--- src/rtl/wb_arbiter2_if.sv ---
// -----------------------------------------------------------------------------
// wb_arbiter2_if
// Bus bundle between two pipelined Wishbone masters, the wb_arbiter2 block and
// a single shared slave.
//
// Signal groups (names are from the arbiter's point of view):
//   i_m_cyc/stb/we [1:0]  per-master cycle, strobe, write enable (bit n = master n)
//   i_m_addr  [59:0]      per-master word address, [30n+29:30n] = master n
//   i_m_data  [63:0]      per-master write data,   [32n+31:32n] = master n
//   i_m_sel   [7:0]       per-master byte selects, [4n+3:4n]   = master n
//   o_m_ack/stall/err     per-master responses
//   o_m_data  [31:0]      read data, shared by both masters
//   o_s_*                 request to the slave
//   i_s_*                 response from the slave
//
// Modports:
//   slave  : the arbiter's view (takes master requests and slave responses)
//   master : the environment's view (drives requests/responses, sees outputs)
// -----------------------------------------------------------------------------
interface wb_arbiter2_if;

  // Master-side requests
  logic [1:0]  i_m_cyc;
  logic [1:0]  i_m_stb;
  logic [1:0]  i_m_we;
  logic [59:0] i_m_addr;
  logic [63:0] i_m_data;
  logic [7:0]  i_m_sel;

  // Master-side responses
  logic [1:0]  o_m_ack;
  logic [1:0]  o_m_stall;
  logic [1:0]  o_m_err;
  logic [31:0] o_m_data;

  // Slave-side request
  logic        o_s_cyc;
  logic        o_s_stb;
  logic        o_s_we;
  logic [29:0] o_s_addr;
  logic [31:0] o_s_data;
  logic [3:0]  o_s_sel;

  // Slave-side response
  logic        i_s_ack;
  logic        i_s_stall;
  logic        i_s_err;
  logic [31:0] i_s_data;

  modport slave (
    input  i_m_cyc, i_m_stb, i_m_we, i_m_addr, i_m_data, i_m_sel,
    output o_m_ack, o_m_stall, o_m_err, o_m_data,
    output o_s_cyc, o_s_stb, o_s_we, o_s_addr, o_s_data, o_s_sel,
    input  i_s_ack, i_s_stall, i_s_err, i_s_data
  );

  modport master (
    output i_m_cyc, i_m_stb, i_m_we, i_m_addr, i_m_data, i_m_sel,
    input  o_m_ack, o_m_stall, o_m_err, o_m_data,
    input  o_s_cyc, o_s_stb, o_s_we, o_s_addr, o_s_data, o_s_sel,
    output i_s_ack, i_s_stall, i_s_err, i_s_data
  );

endinterface

--- src/rtl/wb_arbiter2.sv ---
// -----------------------------------------------------------------------------
// wb_arbiter2
// Two-master to one-slave pipelined Wishbone arbiter.
//
//  - Grant is registered: a master sampled with cyc high in IDLE owns the bus
//    from the next cycle and keeps it for as long as it holds cyc.
//  - Ties in IDLE go to the master that did not win last time (round-robin).
//  - The request path (cyc/stb/we/addr/data/sel) and the response path
//    (ack/err/stall/data) are muxed combinationally from/to the owner.
//  - An outstanding-request counter throttles the owner at MAX_OUT.
//  - A watchdog errors the owner and drops the slave cycle if no ack/err
//    arrives for TIMEOUT cycles while requests are outstanding.
//
// Parameters:
//   MAX_OUT  maximum outstanding slave requests (1..15)
//   TIMEOUT  idle-response cycles before the watchdog fires (2..4095)
//
// Ports:
//   i_clk     single clock, all state on the rising edge
//   i_resetn  asynchronous active-low reset
//   bus       wb_arbiter2_if.slave bundle (master requests, slave responses)
// -----------------------------------------------------------------------------
module wb_arbiter2 #(
  parameter int unsigned MAX_OUT = 4,
  parameter int unsigned TIMEOUT = 255
) (
  input  logic          i_clk,
  input  logic          i_resetn,
  wb_arbiter2_if.slave  bus
);

  localparam int unsigned CNT_W = $clog2(MAX_OUT + 1);
  localparam int unsigned TMR_W = $clog2(TIMEOUT + 1);

  typedef enum logic [1:0] {
    ST_IDLE = 2'd0,
    ST_OWN0 = 2'd1,
    ST_OWN1 = 2'd2
  } state_t;

  state_t             state_q, state_d;
  logic               last_q, last_d;     // index of the most recent grant winner
  logic [CNT_W-1:0]   cnt_q, cnt_d;       // outstanding slave requests
  logic [TMR_W-1:0]   tmr_q, tmr_d;       // cycles without a response

  logic               own;                // a master currently owns the bus
  logic               own_idx;            // which master owns it
  logic               own_cyc;
  logic               own_stb;
  logic               full;
  logic               timeout;
  logic               released;           // owner dropped cyc this cycle
  logic               accept;             // slave accepted a strobe this cycle
  logic               resp;               // slave responded this cycle
  logic               inc;
  logic               dec;

  // Owner decode and shared status
  always_comb begin
    own      = (state_q == ST_OWN0) || (state_q == ST_OWN1);
    own_idx  = (state_q == ST_OWN1);
    own_cyc  = own && bus.i_m_cyc[own_idx];
    own_stb  = own && bus.i_m_stb[own_idx];
    full     = (cnt_q == CNT_W'(MAX_OUT));
    timeout  = own && (cnt_q != '0) && (tmr_q == TMR_W'(TIMEOUT));
    released = own && !bus.i_m_cyc[own_idx];
  end

  // Slave-side request mux; everything is zero while nobody owns the bus
  always_comb begin
    bus.o_s_cyc  = 1'b0;
    bus.o_s_stb  = 1'b0;
    bus.o_s_we   = 1'b0;
    bus.o_s_addr = '0;
    bus.o_s_data = '0;
    bus.o_s_sel  = '0;
    if (own) begin
      // The watchdog cycle tears the slave cycle down, so no strobe either
      bus.o_s_cyc  = own_cyc && !timeout;
      bus.o_s_stb  = own_stb && !full && !timeout;
      bus.o_s_we   = bus.i_m_we[own_idx];
      bus.o_s_addr = own_idx ? bus.i_m_addr[59:30] : bus.i_m_addr[29:0];
      bus.o_s_data = own_idx ? bus.i_m_data[63:32] : bus.i_m_data[31:0];
      bus.o_s_sel  = own_idx ? bus.i_m_sel[7:4]    : bus.i_m_sel[3:0];
    end
  end

  // Master-side response demux; non-owners are stalled and see no responses
  always_comb begin
    bus.o_m_ack   = 2'b00;
    bus.o_m_err   = 2'b00;
    bus.o_m_stall = 2'b11;
    bus.o_m_data  = bus.i_s_data;
    if (own) begin
      // Ack still reaches an owner that drops cyc in the same cycle.
      // During the watchdog cycle the owner only sees the error, and stays
      // stalled because the slave is not looking at the strobe.
      bus.o_m_ack[own_idx]   = bus.i_s_ack && !timeout;
      bus.o_m_err[own_idx]   = bus.i_s_err || timeout;
      bus.o_m_stall[own_idx] = bus.i_s_stall || full || timeout;
    end
  end

  // Grant FSM: next state and round-robin pointer
  always_comb begin
    state_d = state_q;
    last_d  = last_q;
    case (state_q)
      ST_IDLE: begin
        if (bus.i_m_cyc == 2'b11) begin
          if (last_q) begin
            state_d = ST_OWN0;
            last_d  = 1'b0;
          end else begin
            state_d = ST_OWN1;
            last_d  = 1'b1;
          end
        end else if (bus.i_m_cyc[0]) begin
          state_d = ST_OWN0;
          last_d  = 1'b0;
        end else if (bus.i_m_cyc[1]) begin
          state_d = ST_OWN1;
          last_d  = 1'b1;
        end
      end
      ST_OWN0: begin
        if (!bus.i_m_cyc[0]) begin
          state_d = ST_IDLE;
        end
      end
      ST_OWN1: begin
        if (!bus.i_m_cyc[1]) begin
          state_d = ST_IDLE;
        end
      end
      default: begin
        state_d = ST_IDLE;
      end
    endcase
  end

  // Outstanding counter and watchdog timer
  always_comb begin
    accept = bus.o_s_stb && !bus.i_s_stall;
    resp   = bus.i_s_ack || bus.i_s_err;
    inc    = accept;
    dec    = resp && (cnt_q != '0);   // stray responses never underflow
    cnt_d  = cnt_q;
    tmr_d  = tmr_q;
    if (!own || released || timeout) begin
      cnt_d = '0;
      tmr_d = '0;
    end else begin
      if (inc && !dec) begin
        cnt_d = cnt_q + CNT_W'(1);
      end else if (dec && !inc) begin
        cnt_d = cnt_q - CNT_W'(1);
      end
      if (resp || (cnt_q == '0)) begin
        tmr_d = '0;
      end else begin
        tmr_d = tmr_q + TMR_W'(1);
      end
    end
  end

  // State registers
  always_ff @(posedge i_clk or negedge i_resetn) begin
    if (!i_resetn) begin
      state_q <= ST_IDLE;
      last_q  <= 1'b1;
      cnt_q   <= '0;
      tmr_q   <= '0;
    end else begin
      state_q <= state_d;
      last_q  <= last_d;
      cnt_q   <= cnt_d;
      tmr_q   <= tmr_d;
    end
  end

endmodule

--- src/flat_wrapper.sv ---
// flat-port wrapper written by rule: the top's interface ports become plain ports
module wb_arbiter2_flat 
#(
  parameter int unsigned MAX_OUT = 4,
  parameter int unsigned TIMEOUT = 255
)
  (i_clk, i_resetn, bus_i_m_cyc, bus_i_m_stb, bus_i_m_we, bus_i_m_addr, bus_i_m_data, bus_i_m_sel, bus_o_m_ack, bus_o_m_stall, bus_o_m_err, bus_o_m_data, bus_o_s_cyc, bus_o_s_stb, bus_o_s_we, bus_o_s_addr, bus_o_s_data, bus_o_s_sel, bus_i_s_ack, bus_i_s_stall, bus_i_s_err, bus_i_s_data);
  wb_arbiter2_if bus_i ();
  input  logic i_clk;
  input  logic i_resetn;
  input wire logic [$bits(bus_i.i_m_cyc)-1:0] bus_i_m_cyc;
  input wire logic [$bits(bus_i.i_m_stb)-1:0] bus_i_m_stb;
  input wire logic [$bits(bus_i.i_m_we)-1:0] bus_i_m_we;
  input wire logic [$bits(bus_i.i_m_addr)-1:0] bus_i_m_addr;
  input wire logic [$bits(bus_i.i_m_data)-1:0] bus_i_m_data;
  input wire logic [$bits(bus_i.i_m_sel)-1:0] bus_i_m_sel;
  output wire logic [$bits(bus_i.o_m_ack)-1:0] bus_o_m_ack;
  output wire logic [$bits(bus_i.o_m_stall)-1:0] bus_o_m_stall;
  output wire logic [$bits(bus_i.o_m_err)-1:0] bus_o_m_err;
  output wire logic [$bits(bus_i.o_m_data)-1:0] bus_o_m_data;
  output wire logic [$bits(bus_i.o_s_cyc)-1:0] bus_o_s_cyc;
  output wire logic [$bits(bus_i.o_s_stb)-1:0] bus_o_s_stb;
  output wire logic [$bits(bus_i.o_s_we)-1:0] bus_o_s_we;
  output wire logic [$bits(bus_i.o_s_addr)-1:0] bus_o_s_addr;
  output wire logic [$bits(bus_i.o_s_data)-1:0] bus_o_s_data;
  output wire logic [$bits(bus_i.o_s_sel)-1:0] bus_o_s_sel;
  input wire logic [$bits(bus_i.i_s_ack)-1:0] bus_i_s_ack;
  input wire logic [$bits(bus_i.i_s_stall)-1:0] bus_i_s_stall;
  input wire logic [$bits(bus_i.i_s_err)-1:0] bus_i_s_err;
  input wire logic [$bits(bus_i.i_s_data)-1:0] bus_i_s_data;
  assign bus_i.i_m_cyc = bus_i_m_cyc;
  assign bus_i.i_m_stb = bus_i_m_stb;
  assign bus_i.i_m_we = bus_i_m_we;
  assign bus_i.i_m_addr = bus_i_m_addr;
  assign bus_i.i_m_data = bus_i_m_data;
  assign bus_i.i_m_sel = bus_i_m_sel;
  assign bus_o_m_ack = bus_i.o_m_ack;
  assign bus_o_m_stall = bus_i.o_m_stall;
  assign bus_o_m_err = bus_i.o_m_err;
  assign bus_o_m_data = bus_i.o_m_data;
  assign bus_o_s_cyc = bus_i.o_s_cyc;
  assign bus_o_s_stb = bus_i.o_s_stb;
  assign bus_o_s_we = bus_i.o_s_we;
  assign bus_o_s_addr = bus_i.o_s_addr;
  assign bus_o_s_data = bus_i.o_s_data;
  assign bus_o_s_sel = bus_i.o_s_sel;
  assign bus_i.i_s_ack = bus_i_s_ack;
  assign bus_i.i_s_stall = bus_i_s_stall;
  assign bus_i.i_s_err = bus_i_s_err;
  assign bus_i.i_s_data = bus_i_s_data;
  wb_arbiter2 #(.MAX_OUT(MAX_OUT), .TIMEOUT(TIMEOUT)) u_core (.i_clk(i_clk), .i_resetn(i_resetn), .bus(bus_i));
endmodule
--- config.mk ---
export PLATFORM = sky130hd
export DESIGN_NAME = wb_arbiter2_flat
export DESIGN_NICKNAME = d
export VERILOG_FILES = /design/src/rtl/wb_arbiter2_if.sv /design/src/rtl/wb_arbiter2.sv /design/src/flat_wrapper.sv
export SDC_FILE = /design/constraint.sdc
export NUM_CORES = 1
export LEC_CHECK = 0
export ABC_AREA = 0
export CAP_MARGIN = 10
export CELL_PAD_IN_SITES_DETAIL_PLACEMENT = 1
export CELL_PAD_IN_SITES_GLOBAL_PLACEMENT = 1
export CORE_UTILIZATION = 18
export CTS_CLUSTER_SIZE = 8
export DETAILED_ROUTE_END_ITERATION = 12
export HOLD_SLACK_MARGIN = 0.03
export PLACE_DENSITY = 0.92
export SYNTH_ARGS = -nofsm -noshare
export SYNTH_HDL_FRONTEND = slang
export SYNTH_SLANG_ARGS = --single-unit
--- constraint.sdc ---
create_clock -name i_clk -period 5.9 [get_ports i_clk]
set_clock_uncertainty 0.05 [all_clocks]
set_input_delay 0.885 -clock i_clk [delete_from_list [all_inputs] [get_ports i_clk]]
set_output_delay 0.885 -clock i_clk [all_outputs]
set_load 0.01 [all_outputs]
Word level (Yosys, flattened, before mapping)
Index checks and enable logic that the tools add are counted.
Widths: inputs -> output; s select.

storage, ports and cells
  input port bits = 175
  output and inout bits = 107
  register bits = 14
  logic and storage cells = 93

operators by class
  bitwise operators = 4
  reductions and logical operators = 36
  add/subtract/negate cells = 3
  equal/unequal tests = 8
  muxes and demuxes = 36
  $lt $le $gt $ge = 2

operators by type and width
  operator             count
  $mux 32              2
  $mux 30              2
  $mux 2               9
  $mux 8               2
  $logic_and 1x1->1    14
  $mux 1               14
  $mux 3               3
  $reduce_bool 3->1    3
  $add 8x1->8 const B  1
  $eq 8x8->1 const B   1
  $logic_or 1x1->1     8
  $mux 4               2
  $logic_not 1->1      7
  $pmux 2 s3           1
  $and 2x2->2          2
  $eq 2x2->1 const B   2
  $ne 2x2->1 const B   2
  $ne 4x3->1 const B   1
  $add 3x1->3 const B  1
  $eq 3x3->1 const B   1
  $logic_not 3->1      1
  $reduce_and 3->1     1
  $sub 3x1->3 const B  1
  $eq 2x1->1 const B   1
  other kinds (7)      7

Longest topological paths before layout
  depth in word-level cells = 13
  gate-level depth with buffers = 12
  mapped depth without buffers = 11

Worst setup path before layout
OpenSTA, ideal clock, no wires.

  kind = input to register
  start = in bus_i_s_stall
  end = reg u_core.cnt_q[2]
  stages = 9
  data required time = 5.756 ns
  buffers on the path = 0
  setup slack = 3.227 ns
  data arrival time = 2.529 ns
  cell sequence = inv_1 o311a_1 nor2b_1 ha_1 inv_1 fa_1 xor2_1 or3_1 a211oi_1

between the ends
  longest elaborated chain between the ends = 5

RTL lines
  element                                               line                                    text
  start: declaration                                    flat_wrapper.sv:28                      input wire logic [$bits(bus_i.i_s_stall)-1:0] bus_i_s_stall;
  $logic_not 1->1 (*)                                   wb_arbiter2.sv:144                      accept = bus.o_s_stb && !bus.i_s_stall;
  $logic_and 1x1->1 (*)                                 wb_arbiter2.sv:144
  $logic_and 1x1->1 or $logic_not 1->1 (tied branches)  wb_arbiter2.sv:154, wb_arbiter2.sv:156
  $mux 3 or $logic_and 1x1->1 (tied branches)           wb_arbiter2.sv:154, wb_arbiter2.sv:156
  $mux 3 or $reduce_bool 3->1 (tied branches)           -
  end signal: assignment                                wb_arbiter2.sv:177                      cnt_q <= cnt_d;
  end: declaration                                      wb_arbiter2.sv:43                       logic [CNT_W-1:0] cnt_q, cnt_d;

Mark *: on every way between the ends. The rest lies on a longest branch, timed or not.
A chain may end at the register's enable or synchronous reset.

Worst setup path in the final report
  start = reg u_core.state_q[0]
  end = out bus_o_s_data[0]

between the ends
  longest elaborated chain between the ends = 3

RTL lines
  element                                      line                                  text
  start: declaration                           wb_arbiter2.sv:41                     state_t state_q, state_d;
  start signal: assignment                     wb_arbiter2.sv:175                    state_q <= state_d;
  $eq 2x2->1 or $eq 2x1->1 (tied branches)     wb_arbiter2.sv:60, wb_arbiter2.sv:61
  $mux 32 or $logic_or 1x1->1 (tied branches)  wb_arbiter2.sv:83, wb_arbiter2.sv:60
  $mux 32 (*)                                  wb_arbiter2.sv:77                     if (own) begin
  end: declaration                             flat_wrapper.sv:25                    output wire logic [$bits(bus_i.o_s_data)-1:0] bus_o_s_data;

Marks and branches as above.

==> out/results.ini <==
[worst_setup_path]
reg2reg_depth=11
path_depth=6
crit_path_cell_trace=inv_1 -> ha_4 -> buf_4 -> mux2i_1 -> nor2b_1 -> clkdlybuf4s50_1
crit_type=flip-flop to output port
critPathCaptureType=output port
slowest_stage=buf_4
r2r_start=u_core.state_q[0]$_DFFE_PN0P_
crit_fanout=41
start_kind=flip-flop
cp.arrival_ps=3000
cp.buffers_inverters=3
crit_family=buffers and inverters
r2r-end=u_core.cnt_q[2]$_DFFE_PN0P_
worstPathRequired_ps=4970
ff2ff_setup_slack_ps=2590
critPathMaxStageDelay_ps=610

[logic_synthesis]
synth.avg_cell_area_um2=8.50
syn_inst=273
synth_edf_count=0
synth_mux_area_frac=0.303
ys_warn_count=0
synth_flop_cell=dfrtp_1
async_flop_share=1.00
seq_area_frac_synth=0.152
synth-compound-area-share=0.0626
synth_seq_cells=14
synth_xor_area_frac=0.0189
synth_common_cells=69 x nor2b_1, 68 x mux2i_1, 38 x buf_4
synth_largest_area_cell=mux2i_1
synth_top_area_share=0.293
synth_nets=454
synth_fa_ha_area_frac=0.0356
syn_area_um2=2320
synth_cell_types=38
synth_area_leaders=mux2i_1 29%, nor2b_1 19%, dfrtp_1 14%
yosysMostFrequentCell=nor2b_1
yosys.area_share.simple=0.278
synth_top_family_by_area=multiplexers

[sta]
setup_viol=0
min_period_ps=3930
max-slew-margin-rel=0.538
worst_pin_slew_ps=693
slew_viol_final=0
final-hold-violation-count=0
grt_setup_unrepaired=no
period_share=0.667
fin_setup_tns_ps=0
max_freq_ghz=0.254

[grt]
grt_pass1_vias=2721
antenna_found_initial=0
grt_usage=0.144
grt_overflow=0
grt_max_degree=75
grt_pass1_wl_mm=15.0

[drt]
routed_wirelength_mm=10.4
vias_per_cell=4.20
drcViolationCount=0
drt_iter0_drc=97
firstDrtPassIters=4
postRouteAntennaNets=0
wl_per_cell_um=16.8
vias=2600

[hold_path]
hold_end=u_core.tmr_q[0]$_DFF_PN0_
min_from=u_core.tmr_q[0]$_DFF_PN0_
min_path_cells=1
hp-class=flip-flop to flip-flop

[cts]
cts.path.max_buffers=2
clock_latency_ps=250
cts_tree=built
clkTransAtPathRegs_ps=50
clock_sinks=14
ctsResizeCount=0
root_buffer=clkbuf_16
cts_setup_buffers=0
holdBufCountCts=0
numCtsBuffers=3
cts_max_level=1

[place]
numPortBuffers=217
gp_congestion=0.816
dp_hpwl_mm=8.56

[floorplanning]
initial_utilization=0.185
die_y_um=116
coreArea_um2=12600
dieArea_um2=13300
rows=41
die_w_um=116
io_pins=282

[cells_and_area]
nNetsFinal=629
seq_area_um2=352
final_util=0.358
num_antenna_cells=0
drive_gt1_frac=0.0336
multi_input_area_um2=1630
area_growth_pct=93.8
fillCellCount=1468

[power]
power_leakage_uw=0.00162
powerDensity_nw_per_um2=402
total_power_uw=1810
peakVddDrop_uv=235

[run_status]
status=finished, final reports clean

[job]
drv_cap=0

per-layer routing:
metal,up-vias,GRT usage,share of wire
met5,-,0,0
met4,0,0.0355,0.014
met3,15,0.0272,0.065
met2,105,0.255,0.51
met1,1214,0.178,0.41
li1,1266,-,-
kinds of logic (layout without fill, tap and decap cells):
| group | after synthesis | in the layout |
|---|---|---|
| AOI/OAI and AO/OA | 21 | 21 |
| xor gates and xnor gates | 5 | 5 |
| and+or+nand+nor | 103 | 103 |
| muxes | 70 | 70 |
| DFF | 14 | 14 |
| buffers and inverters | 54 | 228 |
| adders and majority gates | 6 | 6 |
final cells by class:
class | count | area share
Sequential cell | 14 | 0.0782
Timing Repair Buffer | 219 | 0.487
Clock buffer | 4 | 0.0198
Inverter | 5 | 0.00417
Tap cell | 172 | 0.0479
Multi-Input combinational cell | 205 | 0.363
metrics by stage:
step	instance area, µm²	std cells	setup WS, ps	hold WS [ps]
after detailed placement	4410	615	2220	474
final	4500	619	1970	478
after floorplan	2320	273	3230	438
after global routing	4500	619	1790	511
after CTS	4500	619	1950	480
after global placement	4410	615	2390	466
layout by cell type (no fill, tap or decap), types with 4 or more instances in the layout:
cell type / synthesis / layout
mux2i_1: 68 / 68
clkdlybuf4s50_1: 0 / 217
nor2_1: 4 / 4
nand2_1: 5 / 5
dfrtp_1: 13 / 13
a211oi_1: 4 / 4
inv_1: 5 / 5
o21ai_0: 6 / 6
nor3_1: 6 / 6
xor2_1: 4 / 4
nor2b_1: 69 / 69
or3_1: 5 / 5
power breakdown:
part | internal [µW] | switching, µW
Combinational | 868 | 664
Clock | 103 | 42.1
Sequential | 115 | 18.1
Total | 1090 | 724
how the worst max path moves through the flow:
| stage | start | to | slack, ps |
|---|---|---|---|
| final | u_core.state_q[0]$_DFFE_PN0P_ | bus_o_s_data[0] | 1970 |
| after global routing | u_core.state_q[0]$_DFFE_PN0P_ | bus_o_s_data[13] | 1790 |
| after CTS | u_core.state_q[0]$_DFFE_PN0P_ | bus_o_s_data[0] | 1950 |
| after detailed placement | u_core.state_q[0]$_DFFE_PN0P_ | bus_o_s_data[0] | 2220 |
| after global placement | u_core.state_q[0]$_DFFE_PN0P_ | bus_o_s_data[21] | 2390 |
| after floorplan | bus_i_s_stall | u_core.cnt_q[2]$_DFFE_PN0P_ | 3230 |
sequential cells by signal, summed over array words and instances, names as in the netlist:
| name | flops |
|---|---|
| u_core.state_q | 2 |
| u_core.last_q | 1 |
| u_core.tmr_q | 8 |
| u_core.cnt_q | 3 |
(Power assumes the default switching activity.)
